File: config.mk
export PLATFORM = sky130hd
export DESIGN_NAME = id_stage_pipe
export DESIGN_NICKNAME = d
export VERILOG_FILES = /design/src/rtl/id_pkg.sv /design/src/rtl/id_hazard_unit.sv /design/src/rtl/id_stage_pipe.sv
export SDC_FILE = /design/constraint.sdc
export NUM_CORES = 1
export LEC_CHECK = 0
export ABC_AREA = 0
export CAP_MARGIN = 30
export CORE_AREA = 2 2 259 261
export CTS_CLUSTER_DIAMETER = 150
export DETAILED_ROUTE_END_ITERATION = 10
export DIE_AREA = 0 0 261 263
export GPL_TIMING_DRIVEN = 0
export SLEW_MARGIN = 40
export SYNTH_ARGS = -nofsm -noshare
export SYNTH_HDL_FRONTEND = slang
export SYNTH_SLANG_ARGS = --single-unit
File: constraint.sdc
create_clock -name clk -period 3.7 [get_ports clk]
set_input_delay 1.11 -clock clk [delete_from_list [all_inputs] [get_ports clk]]
set_output_delay 1.11 -clock clk [all_outputs]
set_load 0.01 [all_outputs]
File: src/rtl/id_pkg.sv
// Shared types and field positions for the ID stage: control bundle, ALU op codes,
// default register indices and A64 instruction field locations.
package id_pkg;

    localparam int DW_DEF       = 64;
    localparam int NREGS_DEF    = 32;
    localparam int ZR_IDX_DEF   = 31;
    localparam int LINK_IDX_DEF = 30;

    localparam int REG_FW    = 5;
    localparam int RD_LSB    = 0;
    localparam int RN_LSB    = 5;
    localparam int RM_LSB    = 16;
    localparam int IMM12_LSB = 10;
    localparam int IMM12_W   = 12;
    localparam int IMM9_LSB  = 12;
    localparam int IMM9_W    = 9;

    typedef enum logic [2:0] {
        ALU_ADD    = 3'd0,
        ALU_SUB    = 3'd1,
        ALU_AND    = 3'd2,
        ALU_ORR    = 3'd3,
        ALU_PASS_B = 3'd4,
        ALU_LSL    = 3'd5,
        ALU_LSR    = 3'd6,
        ALU_XOR    = 3'd7
    } aluop_e;

    typedef struct packed {
        logic   reg2loc;
        logic   alusrc;
        logic   signext;
        logic   link;
        logic   regwrite;
        logic   memread;
        logic   memwrite;
        aluop_e aluop;
    } ctl_t;

endpackage

File: src/rtl/id_hazard_unit.sv
// Operand resolution (zero reg, EX forward, WB bypass, reg file) and RAW interlock.
// ID_FWD_EN enables EX-stage forwarding; without it any live EX-stage match interlocks.
module id_hazard_unit
    import id_pkg::*;
#(
    parameter int DW     = DW_DEF,
    parameter int NREGS  = NREGS_DEF,
    parameter int ZR_IDX = ZR_IDX_DEF,
    parameter int RAW    = $clog2(NREGS)
) (
    input  logic [RAW-1:0] raddr1,
    input  logic [RAW-1:0] raddr2,
    input  logic           use1,
    input  logic           use2,
    input  logic [DW-1:0]  rf_rdata1,
    input  logic [DW-1:0]  rf_rdata2,
    input  logic           ex_valid,
    input  logic           ex_fwd_we,
    input  logic [RAW-1:0] ex_fwd_addr,
    input  logic [DW-1:0]  ex_fwd_data,
    input  logic           ex_fwd_load,
    input  logic           wb_we,
    input  logic [RAW-1:0] wb_addr,
    input  logic [DW-1:0]  wb_data,
    output logic [DW-1:0]  rdata1,
    output logic [DW-1:0]  rdata2,
    output logic           stall
);

    logic [1:0][RAW-1:0] addr;
    logic [1:0][DW-1:0]  rf;
    logic [1:0][DW-1:0]  res;
    logic [1:0]          use_src;
    logic [1:0]          is_zr;
    logic [1:0]          hit_ex;
    logic [1:0]          hit_wb;

    assign addr[0]    = raddr1;
    assign addr[1]    = raddr2;
    assign rf[0]      = rf_rdata1;
    assign rf[1]      = rf_rdata2;
    assign use_src[0] = use1;
    assign use_src[1] = use2;
    assign rdata1     = res[0];
    assign rdata2     = res[1];

`ifndef ID_FWD_EN
    logic unused_ex_fwd;
    assign unused_ex_fwd = ^{ex_fwd_data, ex_fwd_load};
`endif

    always_comb begin
        res    = '0;
        is_zr  = '0;
        hit_ex = '0;
        hit_wb = '0;
        stall  = 1'b0;
        for (int k = 0; k < 2; k++) begin
            // The zero register is never a hazard source nor a forward target.
            is_zr[k]  = (addr[k] == RAW'(ZR_IDX));
            hit_ex[k] = ex_fwd_we && (addr[k] == ex_fwd_addr) && !is_zr[k];
            hit_wb[k] = wb_we && (addr[k] == wb_addr) && !is_zr[k];
`ifdef ID_FWD_EN
            if (is_zr[k])       res[k] = '0;
            else if (hit_ex[k]) res[k] = ex_fwd_data;
            else if (hit_wb[k]) res[k] = wb_data;
            else                res[k] = rf[k];
            if (ex_valid && ex_fwd_load && hit_ex[k] && use_src[k]) stall = 1'b1;
`else
            if (is_zr[k])       res[k] = '0;
            else if (hit_wb[k]) res[k] = wb_data;
            else                res[k] = rf[k];
            if (ex_valid && hit_ex[k] && use_src[k]) stall = 1'b1;
`endif
        end
    end

endmodule

File: src/rtl/id_stage_pipe.sv
// Pipelined instruction-decode stage: register reads, operand select, hazard handling
// and the ID/EX register with valid/ready handshake. ID_FWD_EN enables EX forwarding.
module id_stage_pipe
    import id_pkg::*;
#(
    parameter int DW       = DW_DEF,
    parameter int NREGS    = NREGS_DEF,
    parameter int ZR_IDX   = ZR_IDX_DEF,
    parameter int LINK_IDX = LINK_IDX_DEF,
    parameter int RAW      = $clog2(NREGS)
) (
    input  logic           clk,
    input  logic           rst,
    input  logic           if_valid,
    input  logic [31:0]    if_instr,
    input  logic [DW-1:0]  if_pc_next,
    output logic           id_ready,
    input  ctl_t           ctl_i,
    input  logic           flush,
    output logic [RAW-1:0] rf_raddr1,
    output logic [RAW-1:0] rf_raddr2,
    input  logic [DW-1:0]  rf_rdata1,
    input  logic [DW-1:0]  rf_rdata2,
    input  logic           ex_fwd_we,
    input  logic [RAW-1:0] ex_fwd_addr,
    input  logic [DW-1:0]  ex_fwd_data,
    input  logic           ex_fwd_load,
    input  logic           wb_we,
    input  logic [RAW-1:0] wb_addr,
    input  logic [DW-1:0]  wb_data,
    input  logic           ex_ready,
    output logic           ex_valid,
    output logic [DW-1:0]  ex_op1,
    output logic [DW-1:0]  ex_op2,
    output logic [DW-1:0]  ex_store_data,
    output logic [RAW-1:0] ex_waddr,
    output logic [DW-1:0]  ex_link_data,
    output ctl_t           ex_ctl
);

    logic [RAW-1:0] rn, rm, rd;
    logic           use1, use2, stall, accept;
    logic [DW-1:0]  reg1, reg2, imm_se, imm_ze, op2;
    logic           unused_instr;

    assign unused_instr = ^if_instr[31:22];

    assign rn        = RAW'(if_instr[RN_LSB +: REG_FW]);
    assign rm        = RAW'(if_instr[RM_LSB +: REG_FW]);
    assign rd        = RAW'(if_instr[RD_LSB +: REG_FW]);
    assign rf_raddr1 = rn;
    assign rf_raddr2 = ctl_i.reg2loc ? rd : rm;

    // BL does not read Rn; an immediate ALU op without a store does not read reg2.
    assign use1 = !ctl_i.link;
    assign use2 = !(ctl_i.alusrc && !ctl_i.memwrite);

    id_hazard_unit #(
        .DW(DW), .NREGS(NREGS), .ZR_IDX(ZR_IDX), .RAW(RAW)
    ) u_hazard (
        .raddr1      (rf_raddr1),
        .raddr2      (rf_raddr2),
        .use1        (use1),
        .use2        (use2),
        .rf_rdata1   (rf_rdata1),
        .rf_rdata2   (rf_rdata2),
        .ex_valid    (ex_valid),
        .ex_fwd_we   (ex_fwd_we),
        .ex_fwd_addr (ex_fwd_addr),
        .ex_fwd_data (ex_fwd_data),
        .ex_fwd_load (ex_fwd_load),
        .wb_we       (wb_we),
        .wb_addr     (wb_addr),
        .wb_data     (wb_data),
        .rdata1      (reg1),
        .rdata2      (reg2),
        .stall       (stall)
    );

    assign imm_se = {{(DW-IMM9_W){if_instr[IMM9_LSB+IMM9_W-1]}}, if_instr[IMM9_LSB +: IMM9_W]};
    assign imm_ze = {{(DW-IMM12_W){1'b0}}, if_instr[IMM12_LSB +: IMM12_W]};
    assign op2    = ctl_i.alusrc ? (ctl_i.signext ? imm_se : imm_ze) : reg2;

    // A flushed instruction is discarded, so IF may advance even while EX is stalled.
    assign id_ready = flush || (ex_ready && !stall);
    assign accept   = if_valid && ex_ready && !stall && !flush;

    logic           valid_d, valid_q;
    logic [DW-1:0]  op1_d, op1_q, op2_d, op2_q, sd_d, sd_q, link_d, link_q;
    logic [RAW-1:0] waddr_d, waddr_q;
    ctl_t           ctl_d, ctl_q;

    always_comb begin
        valid_d = valid_q;
        op1_d   = op1_q;
        op2_d   = op2_q;
        sd_d    = sd_q;
        link_d  = link_q;
        waddr_d = waddr_q;
        ctl_d   = ctl_q;
        if (ex_ready) begin
            valid_d = accept;
            op1_d   = reg1;
            op2_d   = op2;
            sd_d    = reg2;
            link_d  = if_pc_next;
            waddr_d = ctl_i.link ? RAW'(LINK_IDX) : rd;
            ctl_d   = ctl_i;
            // Bubbles must carry no architectural side effects.
            if (!accept) begin
                ctl_d.regwrite = 1'b0;
                ctl_d.memwrite = 1'b0;
            end
        end
    end

    always_ff @(posedge clk) begin
        if (rst) begin
            valid_q <= 1'b0;
            op1_q   <= '0;
            op2_q   <= '0;
            sd_q    <= '0;
            link_q  <= '0;
            waddr_q <= '0;
            ctl_q   <= '0;
        end else begin
            valid_q <= valid_d;
            op1_q   <= op1_d;
            op2_q   <= op2_d;
            sd_q    <= sd_d;
            link_q  <= link_d;
            waddr_q <= waddr_d;
            ctl_q   <= ctl_d;
        end
    end

    assign ex_valid      = valid_q;
    assign ex_op1        = op1_q;
    assign ex_op2        = op2_q;
    assign ex_store_data = sd_q;
    assign ex_link_data  = link_q;
    assign ex_waddr      = waddr_q;
    assign ex_ctl        = ctl_q;

endmodule
; After elaboration in Yosys (flattened, before gate mapping)
; Cells that the tools add are included.
[word_totals]
register_bits = 272
out_inout_bits = 283
word_cells = 57
[classes]
mux = 12
n_reduce_logical = 25
n_eq_ne = 6
[op_table]
columns = operator, n
row1 = $mux W64, 6
row2 = $eq A5 B5 Y1, 4
row3 = $logic_and A1 B1 Y1, 17
row4 = $eq A5 B5 Y1 const B, 2
row5 = $mux W5, 2
row6 = $logic_not A1 Y1, 7
row7 = $mux W1, 4
row8 = $logic_or A1 B1 Y1, 1

; Depth between registers and ports, before layout
; Gate-level depths: netlist (run 1).
[logic_depth]
ltp_word = 11
depth_mapped = 8

; By module
; Synthesis (run 1) repeated with hierarchy kept, for this count alone.
[unflattened]
cells_unflattened = 1379
area_unflattened_um2 = 12736.0
[by_module_without_submodules]
columns = module, cells_per_inst, instances, seq_area_each_um2, area_per_inst_um2
row1 = id_stage_pipe, 997, 1, 5445.2, 10136.0
row2 = id_hazard_unit, 382, 1, 0.0, 2600.0

; Worst setup path before layout (run 1)
; No wires, ideal clock.
[synth_timing]
path_kind = input-to-output
startpoint = input port ctl_i[9] (netlist name)
endpoint = output port id_ready
t_arrival_ns = 2.354
path_buffers = 1
setup_slack_ns = 0.236
path_stages = 7
required_time_ns = 2.590
cell_sequence = buf_4 mux2i_1 inv_1 xnor2_1 nand3_1 nor3_1 o21ai_0
[synth_via]
elab_chain_len = 10
word_cells_on_any_way = 12
cone_classes = 2 x eq/ne / 2 x mux / 8 x reduce/logical
[synth_lines]
columns = item, line_no
row1 = from (decl), id_stage_pipe.sv:18  ; input ctl_t ctl_i,
row2 = $mux W5 (*), id_stage_pipe.sv:52  ; assign rf_raddr2 = ctl_i.reg2loc ? rd : rm;
row3 = named net rf_raddr2[0], id_stage_pipe.sv:21  ; output logic [RAW-1:0] rf_raddr2,
row4 = $eq A5 B5 Y1 (on tied branches), "id_hazard_unit.sv:61, id_hazard_unit.sv:60"
row5 = $logic_and A1 B1 Y1 / $logic_not A1 Y1 (equally long branches), id_hazard_unit.sv:61  ; hit_ex[k] = ex_fwd_we && (addr[k] == ex_fwd_addr) && !is_zr[k];
row6 = $logic_and A1 B1 Y1 (*), id_hazard_unit.sv:61
row7 = $logic_and A1 B1 Y1 (*) (2 in a row), id_hazard_unit.sv:73  ; if (ex_valid && hit_ex[k] && use_src[k]) stall = 1'b1;
row8 = $mux W1 (*), id_hazard_unit.sv:73
row9 = $logic_not A1 Y1 (*), id_stage_pipe.sv:85  ; assign id_ready = flush || (ex_ready && !stall);
row10 = $logic_and A1 B1 Y1 (*), id_stage_pipe.sv:85
row11 = $logic_or A1 B1 Y1 (*), id_stage_pipe.sv:85
row12 = to (decl), id_stage_pipe.sv:17  ; output logic id_ready,
; Mark *: on every way through the listed nets, which the timed path passes. The rest lies on a longest branch.

; Worst setup path after layout (run 1)
[layout_timing]
startpoint = input port if_instr[0]
endpoint = output port id_ready
[layout_via]
elab_chain_len = 10
word_cells_on_any_way = 12
cone_classes = 2 x eq/ne / 2 x mux / 8 x reduce/logical
[layout_lines]
columns = item, line_no
row1 = from (decl), id_stage_pipe.sv:15  ; input logic [31:0] if_instr,
row2 = $mux W5 (*), id_stage_pipe.sv:52
row3 = $eq A5 B5 Y1 (on tied branches), "id_hazard_unit.sv:61, id_hazard_unit.sv:60"
row4 = $logic_and A1 B1 Y1 / $logic_not A1 Y1 (equally long branches), id_hazard_unit.sv:61
row5 = $logic_and A1 B1 Y1 (*), id_hazard_unit.sv:61
row6 = $logic_and A1 B1 Y1 (*) (2 in a row), id_hazard_unit.sv:73
row7 = $mux W1 (*), id_hazard_unit.sv:73
row8 = $logic_not A1 Y1 (*), id_stage_pipe.sv:85
row9 = $logic_and A1 B1 Y1 (*), id_stage_pipe.sv:85
row10 = $logic_or A1 B1 Y1 (*), id_stage_pipe.sv:85
; Mark *: on every way between the ends. The rest lies on a longest branch, timed or not.

==> results.py, run 1 <==
metrics = {
    "timing": {
        "setup-violations-final": 0,
        "finalMaxSlewViolations": 0,
        "worstMarginPinSlew_ps": 822,
        "min_period_over_period_pct": 99.9,
        "relSlewSlack_pct": 45.2,
        "fin_setup_tns_ps": 0,
        "min_period_ps": 3700,
        "finClkSkew_ps": 1.51,
        "finalHoldViolCount": 0,
        "max_freq_mhz": 271,
    },
    "place": {
        "place_congestion": 0.896,
        "dpl.hpwl_um": 57000,
        "portBuffers": 586,
    },
    "grt": {
        "top_usage_layer": "met2",
        "grt_usage_pct": 20.1,
        "grt-ovfl-total": 0,
        "grt_pass1_vias": 15100,
        "grt_pass1_wl_um": 102000,
        "gr-usage-met3_pct": 6.28,
        "grt_max_degree": 20,
        "use_met1_pct": 23.6,
        "antenna_found_initial": 15,
        "met2_usage_pct": 34.1,
    },
    "critical_path": {
        "rr_startpoint": "ex_valid",
        "critPathKind": "in2out",
        "cp_num_cells": 8,
        "regToRegEndpoint": "ex_valid",
        "critPathArrivalTime_ps": 2590,
        "path_buf_inv": 3,
        "worst_setup_path_end_kind": "output pin",
        "cp.required_ps": 2590,
        "crit_fanout": 3,
        "setup.worst_path.end": "id_ready",
        "worst_setup_path_start_kind": "primary input",
        "worst_path_largest_cell_delay_ps": 290,
        "critPathSlowestCell": "dlygate4sd2_1",
        "crit_family": "buffers and inverters",
        "worstPathCellList": "dlygate4sd2_1 -> mux2i_4 -> inv_2 -> xnor2_2 -> nand3_2 -> nor3_2 -> o21ai_1 -> buf_2",
        "critPathLaunch": "if_instr[0]",
        "reg2reg_depth": 3,
        "r2r_slack_ps": 2400,
    },
    "synthesis": {
        "yosys_register_bits": 272,
        "muxShareOfSynthArea_pct": 6.76,
        "synth_edf_count": 0,
        "synth_top_area_cell": "dfxtp_1",
        "synth.distinct_cells": 39,
        "synthArstFlopShare_pct": 0,
        "yosysMostFrequentCell": "dfxtp_1",
        "synth_fa_ha_area_share_pct": 0,
        "netlist_instances": 1534,
        "netlist_area_um2": 12800,
        "yosysWarnings": 0,
        "synth_flop_cell": "dfxtp_1",
        "synth_compound_area_share_pct": 22.8,
        "ys_seq_area_share_pct": 42.5,
        "synth_top_cells_by_area": "dfxtp_1 42%, nand2_1 7.8%, nand4_1 6.4%",
        "synthSimpleGateAreaFrac_pct": 20.6,
        "synth_top_family_by_area": "compound AO/OA/AOI/OAI gates",
        "avgSynthCellArea_um2": 8.36,
        "synth_top_area_share_pct": 42.5,
        "synth_nets": 1914,
        "synth_xor_area_share_pct": 1.16,
        "synth_top_cells_by_count": "272 x dfxtp_1, 267 x nand2_1, 135 x a21oi_1",
    },
    "floorplan": {
        "start_util_pct": 19.5,
        "coreArea_um2": 65600,
        "fp.dieW_um": 261,
        "die_h_um": 263,
        "io_pins": 663,
        "dieArea_um2": 68600,
        "rows": 94,
    },
    "pwr": {
        "p_per_area_nw_per_um2": 397,
        "vdd_drop_max_uv": 366,
        "p_leak_nw": 7.58,
    },
    "job": {
        "maxCapViolations": 0,
    },
    "clocking": {
        "htree_num_levels": 2,
        "clk_path_buf_depth": 3,
        "cts_tree": "yes",
        "cts-root-buf": "clkbuf_16",
        "cts.sinks": 272,
        "numCtsBuffers": 35,
        "cts.clk_slew.worst_paths_ps": 50,
        "cts_hold_buf": 0,
        "clk_latency_ps": 530,
    },
    "drt": {
        "drc": 0,
        "dr.pass1.iters": 5,
        "wl_um": 72100,
        "drt-initial-drc-count": 994,
        "vias": 14900,
        "postRouteAntennaNets": 0,
        "drt-wirelength-per-cell_um": 23.3,
        "via_per_inst": 4.83,
    },
    "min_path": {
        "hp-class": "reg2reg",
    },
    "status": {
        "status": "completed",
    },
    "final_layout": {
        "nNetsFinal": 2575,
        "final_layout_size_suffix_gt1_share_pct": 9.60,
        "area_growth_pct": 66.2,
        "final_util_pct": 32.5,
    },
}
==> layer usage <==
metal / vias to the layer above / routed length (um)
li1: 6894 / -
met1: 7144 / 28500
met2: 721 / 34200
met3: 141 / 6560
met4: 6 / 2700
met5: - / 34
==> final cells by class <==
type                            count  area [um^2]
Tap cell                          864         1080
Timing Repair Buffer              625         6160
Inverter                            6         22.5
Antenna cell                        4         10.0
Buffer                            168          796
Fill cell                        6837        44300
Multi-Input combinational cell   1087         6660
Clock buffer                       53         1040
Clock inverter                      8         93.8
Sequential cell                   272         5450
==> registers in the layout, summed over array words and instances (netlist names) <==
register and count:
ex_link_data 64, ex_op1 64, ex_op2 64, ex_store_data 64, ex_ctl 10, ex_waddr 5
ex_valid 1
==> placed cells by master, fill, tap and decap left out, types with 3 or more instances in the layout <==
cell,instances
diode_2,4
clkbuf_1,117
a21oi_1,134
xnor2_1,9
clkinv_2,5
dfxtp_1,272
buf_6,8
nand4_1,132
buf_1,8
nand3b_1,3
o221ai_1,19
o22ai_1,4
nand2b_1,6
clkdlybuf4s50_1,565
a21o_1,64
mux2i_4,3
nand3_1,68
o221ai_2,45
o211ai_1,65
inv_1,5
nand2_1,266
o21ai_1,3
buf_2,22
dlygate4sd2_1,11
xor2_1,6
clkbuf_8,6
mux2i_1,79
clkbuf_16,37
buf_4,50
o21ai_0,67
clkbuf_2,16
nor2_1,87
==> worst min-delay path by stage <==
stage | cells after the start | slack, ps | endpoint | from
after global placement | 2 | 450 | ex_ctl[3] | ex_ctl[3]
after detailed placement | 2 | 450 | ex_op1[25] | ex_op1[25]
after global routing | 2 | 480 | ex_op1[25] | ex_op1[25]
after CTS | 2 | 460 | ex_op1[25] | ex_op1[25]
after floorplan | 2 | 480 | ex_op1[21] | ex_op1[21]
final | 2 | 460 | ex_op1[25] | ex_op1[25]
==> cell families after synthesis <==
kind of cell / count (synthesis)
muxes: 85
buffers and inverters: 175
AOI/OAI and AO/OA: 409
DFF: 272
xor gates and xnor gates: 17
and+or+nand+nor: 576
==> stage by stage <==
step	power [W]	cells	hold WS, ps	instance area [um^2]	setup slack, ps
2_1_floorplan	0.00392	1534	476	12800	236
5_1_grt	0.00879	3087	483	21300	-34.6
4_1_cts	0.00854	3074	461	21200	4.72
3_5_place_dp	0.00505	2992	453	19900	-1350
6_report	0.00846	3087	460	21300	3.57
3_3_place_gp	0.00501	2984	449	19800	-1500
==> repair_timing <==
item,in CTS,in global routing
setup endpoints to repair,13,4
resized for setup,50,15
pin swaps,4,6
hold endpoints to repair,0,0
buffers inserted,21,9
gates cloned,1,0
==> report_power, final <==
| group | switching (W) | total [W] | leakage (nW) | internal (W) |
|---|---|---|---|---|
| logic | 0.000911 | 0.00179 | 4.78 | 0.000875 |
| registers | 0.000113 | 0.00323 | 2.24 | 0.00312 |
| clock network | 0.00138 | 0.00344 | 0.557 | 0.00207 |
| total | 0.00240 | 0.00846 | 7.58 | 0.00606 |
==> worst reg2reg max path: stages (launching register included) <==
cell	delay, ps
dfxtp_1	350
nand2_1	160
nor4_1	490
o21ai_0	170
Power figures use the tool's default switching activity.
==> run 2: changes to the inputs <==
--- a/config.mk
+++ b/config.mk
@@ -7,12 +7,13 @@
 export LEC_CHECK = 0
 export ABC_AREA = 0
 export CAP_MARGIN = 30
-export CORE_AREA = 2 2 259 261
+export CORE_AREA = 2 2 258 260
 export CTS_CLUSTER_DIAMETER = 150
 export DETAILED_ROUTE_END_ITERATION = 10
-export DIE_AREA = 0 0 261 263
+export DIE_AREA = 0 0 260 262
 export GPL_TIMING_DRIVEN = 0
 export SLEW_MARGIN = 40
 export SYNTH_ARGS = -nofsm -noshare
 export SYNTH_HDL_FRONTEND = slang
+export SYNTH_HIERARCHICAL = 1
 export SYNTH_SLANG_ARGS = --single-unit
==> results.py, run 2 <==
metrics = {
    "synthesis": {
        "synth_flop_cell": "dfxtp_1",
        "synth_top_cells_by_area": "dfxtp_1 43%, mux2i_1 27%, nand2_1 7.1%",
        "ys_seq_area_share_pct": 42.8,
        "synth_edf_count": 0,
        "yosys_register_bits": 272,
        "synth_top_cells_by_count": "340 x mux2i_1, 272 x dfxtp_1, 242 x nand2_1",
        "synth_top_area_share_pct": 42.8,
        "synth_nets": 1759,
        "synth.distinct_cells": 35,
        "netlist_instances": 1379,
        "yosysWarnings": 6,
        "netlist_area_um2": 12700,
        "avgSynthCellArea_um2": 9.24,
        "synth_top_area_cell": "dfxtp_1",
        "yosysMostFrequentCell": "mux2i_1",
        "synthArstFlopShare_pct": 0,
    },
    "min_path": {
        "hold_start": "ex_op2[1]",
        "hp-class": "reg2reg",
        "hold_end": "ex_op2[1]",
        "holdPathStages": 2,
    },
    "drt": {
        "drt-wirelength-per-cell_um": 20.3,
        "postRouteAntennaNets": 0,
        "vias": 12200,
        "drc": 0,
        "dr.pass1.iters": 5,
        "wl_um": 59100,
        "via_per_inst": 4.18,
        "drt-initial-drc-count": 446,
    },
    "clocking": {
        "cts_hold_buf": 0,
        "cts.clk_slew.worst_paths_ps": 50,
        "cts-root-buf": "clkbuf_16",
        "cts.sinks": 272,
        "clk_latency_ps": 530,
        "htree_num_levels": 2,
        "cts_tree": "yes",
        "clk_path_buf_depth": 3,
        "numCtsBuffers": 35,
    },
    "floorplan": {
        "coreArea_um2": 65300,
        "start_util_pct": 19.5,
        "rows": 94,
        "fp.dieW_um": 260,
        "dieArea_um2": 68100,
        "io_pins": 663,
        "die_h_um": 262,
    },
    "critical_path": {
        "critPathSlowestCell": "mux2_4",
        "critPathKind": "in2out",
        "critPathArrivalTime_ps": 2570,
        "cp.required_ps": 2590,
        "r2r_slack_ps": 1750,
        "worst_setup_path_end_kind": "output pin",
        "rr_startpoint": "ex_valid",
        "path_common_cell": "buf_12",
        "worst_setup_path_start_kind": "primary input",
        "path_buf_inv": 4,
        "regToRegEndpoint": "ex_ctl[3]",
        "worst_path_largest_cell_delay_ps": 320,
        "worstPathCellList": "buf_12 -> mux2_4 -> buf_4 -> and3_4 -> nand3_4 -> buf_12 -> nand4_1 -> a21oi_2 -> o21bai_1 -> buf_2",
        "crit_fanout": 6,
        "reg2reg_depth": 12,
        "crit_family": "buffers and inverters",
    },
    "timing": {
        "finClkSkew_ps": 2.76,
        "finalMaxSlewViolations": 0,
        "rsz0062_at_grt": "yes",
        "max_freq_mhz": 272,
        "min_period_over_period_pct": 99.4,
        "hold-worst-slack_ps": 466,
        "worstMarginPinSlew_ps": 690,
        "relSlewSlack_pct": 52.7,
        "min_period_ps": 3680,
        "setup-violations-final": 0,
        "finalHoldViolCount": 0,
    },
    "place": {
        "portBuffers": 585,
        "dpl.hpwl_um": 46800,
        "place_congestion": 0.869,
        "place_inst": 2828,
        "placed_cell_area_um2": 19700,
    },
    "grt": {
        "grt-ovfl-total": 0,
        "antenna_found_initial": 6,
        "grt_usage_pct": 16.4,
        "grt_max_degree": 20,
        "grt_pass1_vias": 12500,
        "grt_pass1_wl_um": 81900,
    },
    "pwr": {
        "p_per_area_nw_per_um2": 397,
        "p_leak_nw": 8.77,
        "vdd_drop_max_uv": 275,
    },
    "final_layout": {
        "mostFrequentLayoutCell": "clkdlybuf4s50_1",
        "finalInstanceArea_um2": 21100,
        "nNetsFinal": 2400,
        "final_cell_mix": "565 x clkdlybuf4s50_1, 339 x mux2i_1, 272 x dfxtp_1",
        "instances_no_fill": 2911,
        "final_layout_size_suffix_gt1_share_pct": 8.56,
        "area_growth_pct": 65.5,
    },
    "job": {
        "maxCapViolations": 0,
    },
    "status": {
        "status": "completed",
    },
}
==> run 2: logic make-up after synthesis <==
group                  Yosys count  synth area share, %
XOR/XNOR                        20                 1.38
buffers and inverters          177                 9.68
flip-flops                     272                 42.8
AND/OR/NAND/NOR                483                 14.9
AO/OA/AOI/OAI                   82                 4.18
multiplexers                   345                 27.2
==> run 2: per-stage QoR <==
stage / total power (W) / setup TNS [ps] / worst slack (ps) / util, %
3_3_place_gp: 0.00494 / -98620 / -1760 / 30.1
5_1_grt: 0.00874 / -42.0 / -42.0 / 32.3
2_1_floorplan: 0.00395 / 0 / 1.21 / -
6_report: 0.00837 / 0 / 23.0 / 32.3
3_5_place_dp: 0.00495 / -103420 / -1770 / 30.1
4_1_cts: 0.00850 / 0 / 0.627 / 32.2
==> run 2: worst max path at each step <==
stage | slack (ps) | end | depth (start not counted) | start
finish | 20 | id_ready | 10 | ctl_i[9]
global route | -40 | id_ready | 10 | ctl_i[9]
CTS | 0.6 | id_ready | 8 | if_instr[20]
detailed placement | -1770 | id_ready | 9 | if_instr[20]
global placement | -1760 | id_ready | 9 | if_instr[20]
floorplan | 1 | id_ready | 8 | ctl_i[9]
==> run 2: area by class of cell <==
| class | instances | area, um^2 |
|---|---|---|
| Inverter | 66 | 248 |
| Multi-Input combinational cell | 930 | 6140 |
| Clock buffer | 49 | 1030 |
| Buffer | 110 | 1030 |
| Timing Repair Buffer | 605 | 5960 |
| Antenna cell | 3 | 7.51 |
| Clock inverter | 12 | 131 |
| Sequential cell | 272 | 5450 |
| Fill cell | 6718 | 44200 |
| Tap cell | 864 | 1080 |
==> run 2: per-layer routing <==
| metal | vias to the layer above | track usage (%) | part of all wire, % |
|---|---|---|---|
| met5 | - | 0 | 0 |
| met4 | 0 | 5.12 | 2.8 |
| met3 | 83 | 4.59 | 7.3 |
| met2 | 478 | 28.8 | 49 |
| met1 | 5745 | 19.3 | 41 |
| li1 | 5855 | - | - |
==> run 2: repair_timing <==
item / in CTS / in global routing
pin swaps: 6 / 5
setup buffers: 17 / 3
resized for setup: 66 / 13
endpoints found under the setup margin: 125 / 1
==> run 2: worst register-to-register path: cells and delay by family, from the launching register on <==
family | cells | cell delay [ps]
buffers and inverters | 7 | 840
AND/OR/NAND/NOR | 3 | 580
flip-flops | 1 | 330
AO/OA/AOI/OAI | 2 | 140
==> run 2: where the power goes <==
| group | switching [W] | internal, W |
|---|---|---|
| clock | 0.00138 | 0.00209 |
| sequential | 0.000105 | 0.00312 |
| combinational | 0.000765 | 0.000912 |
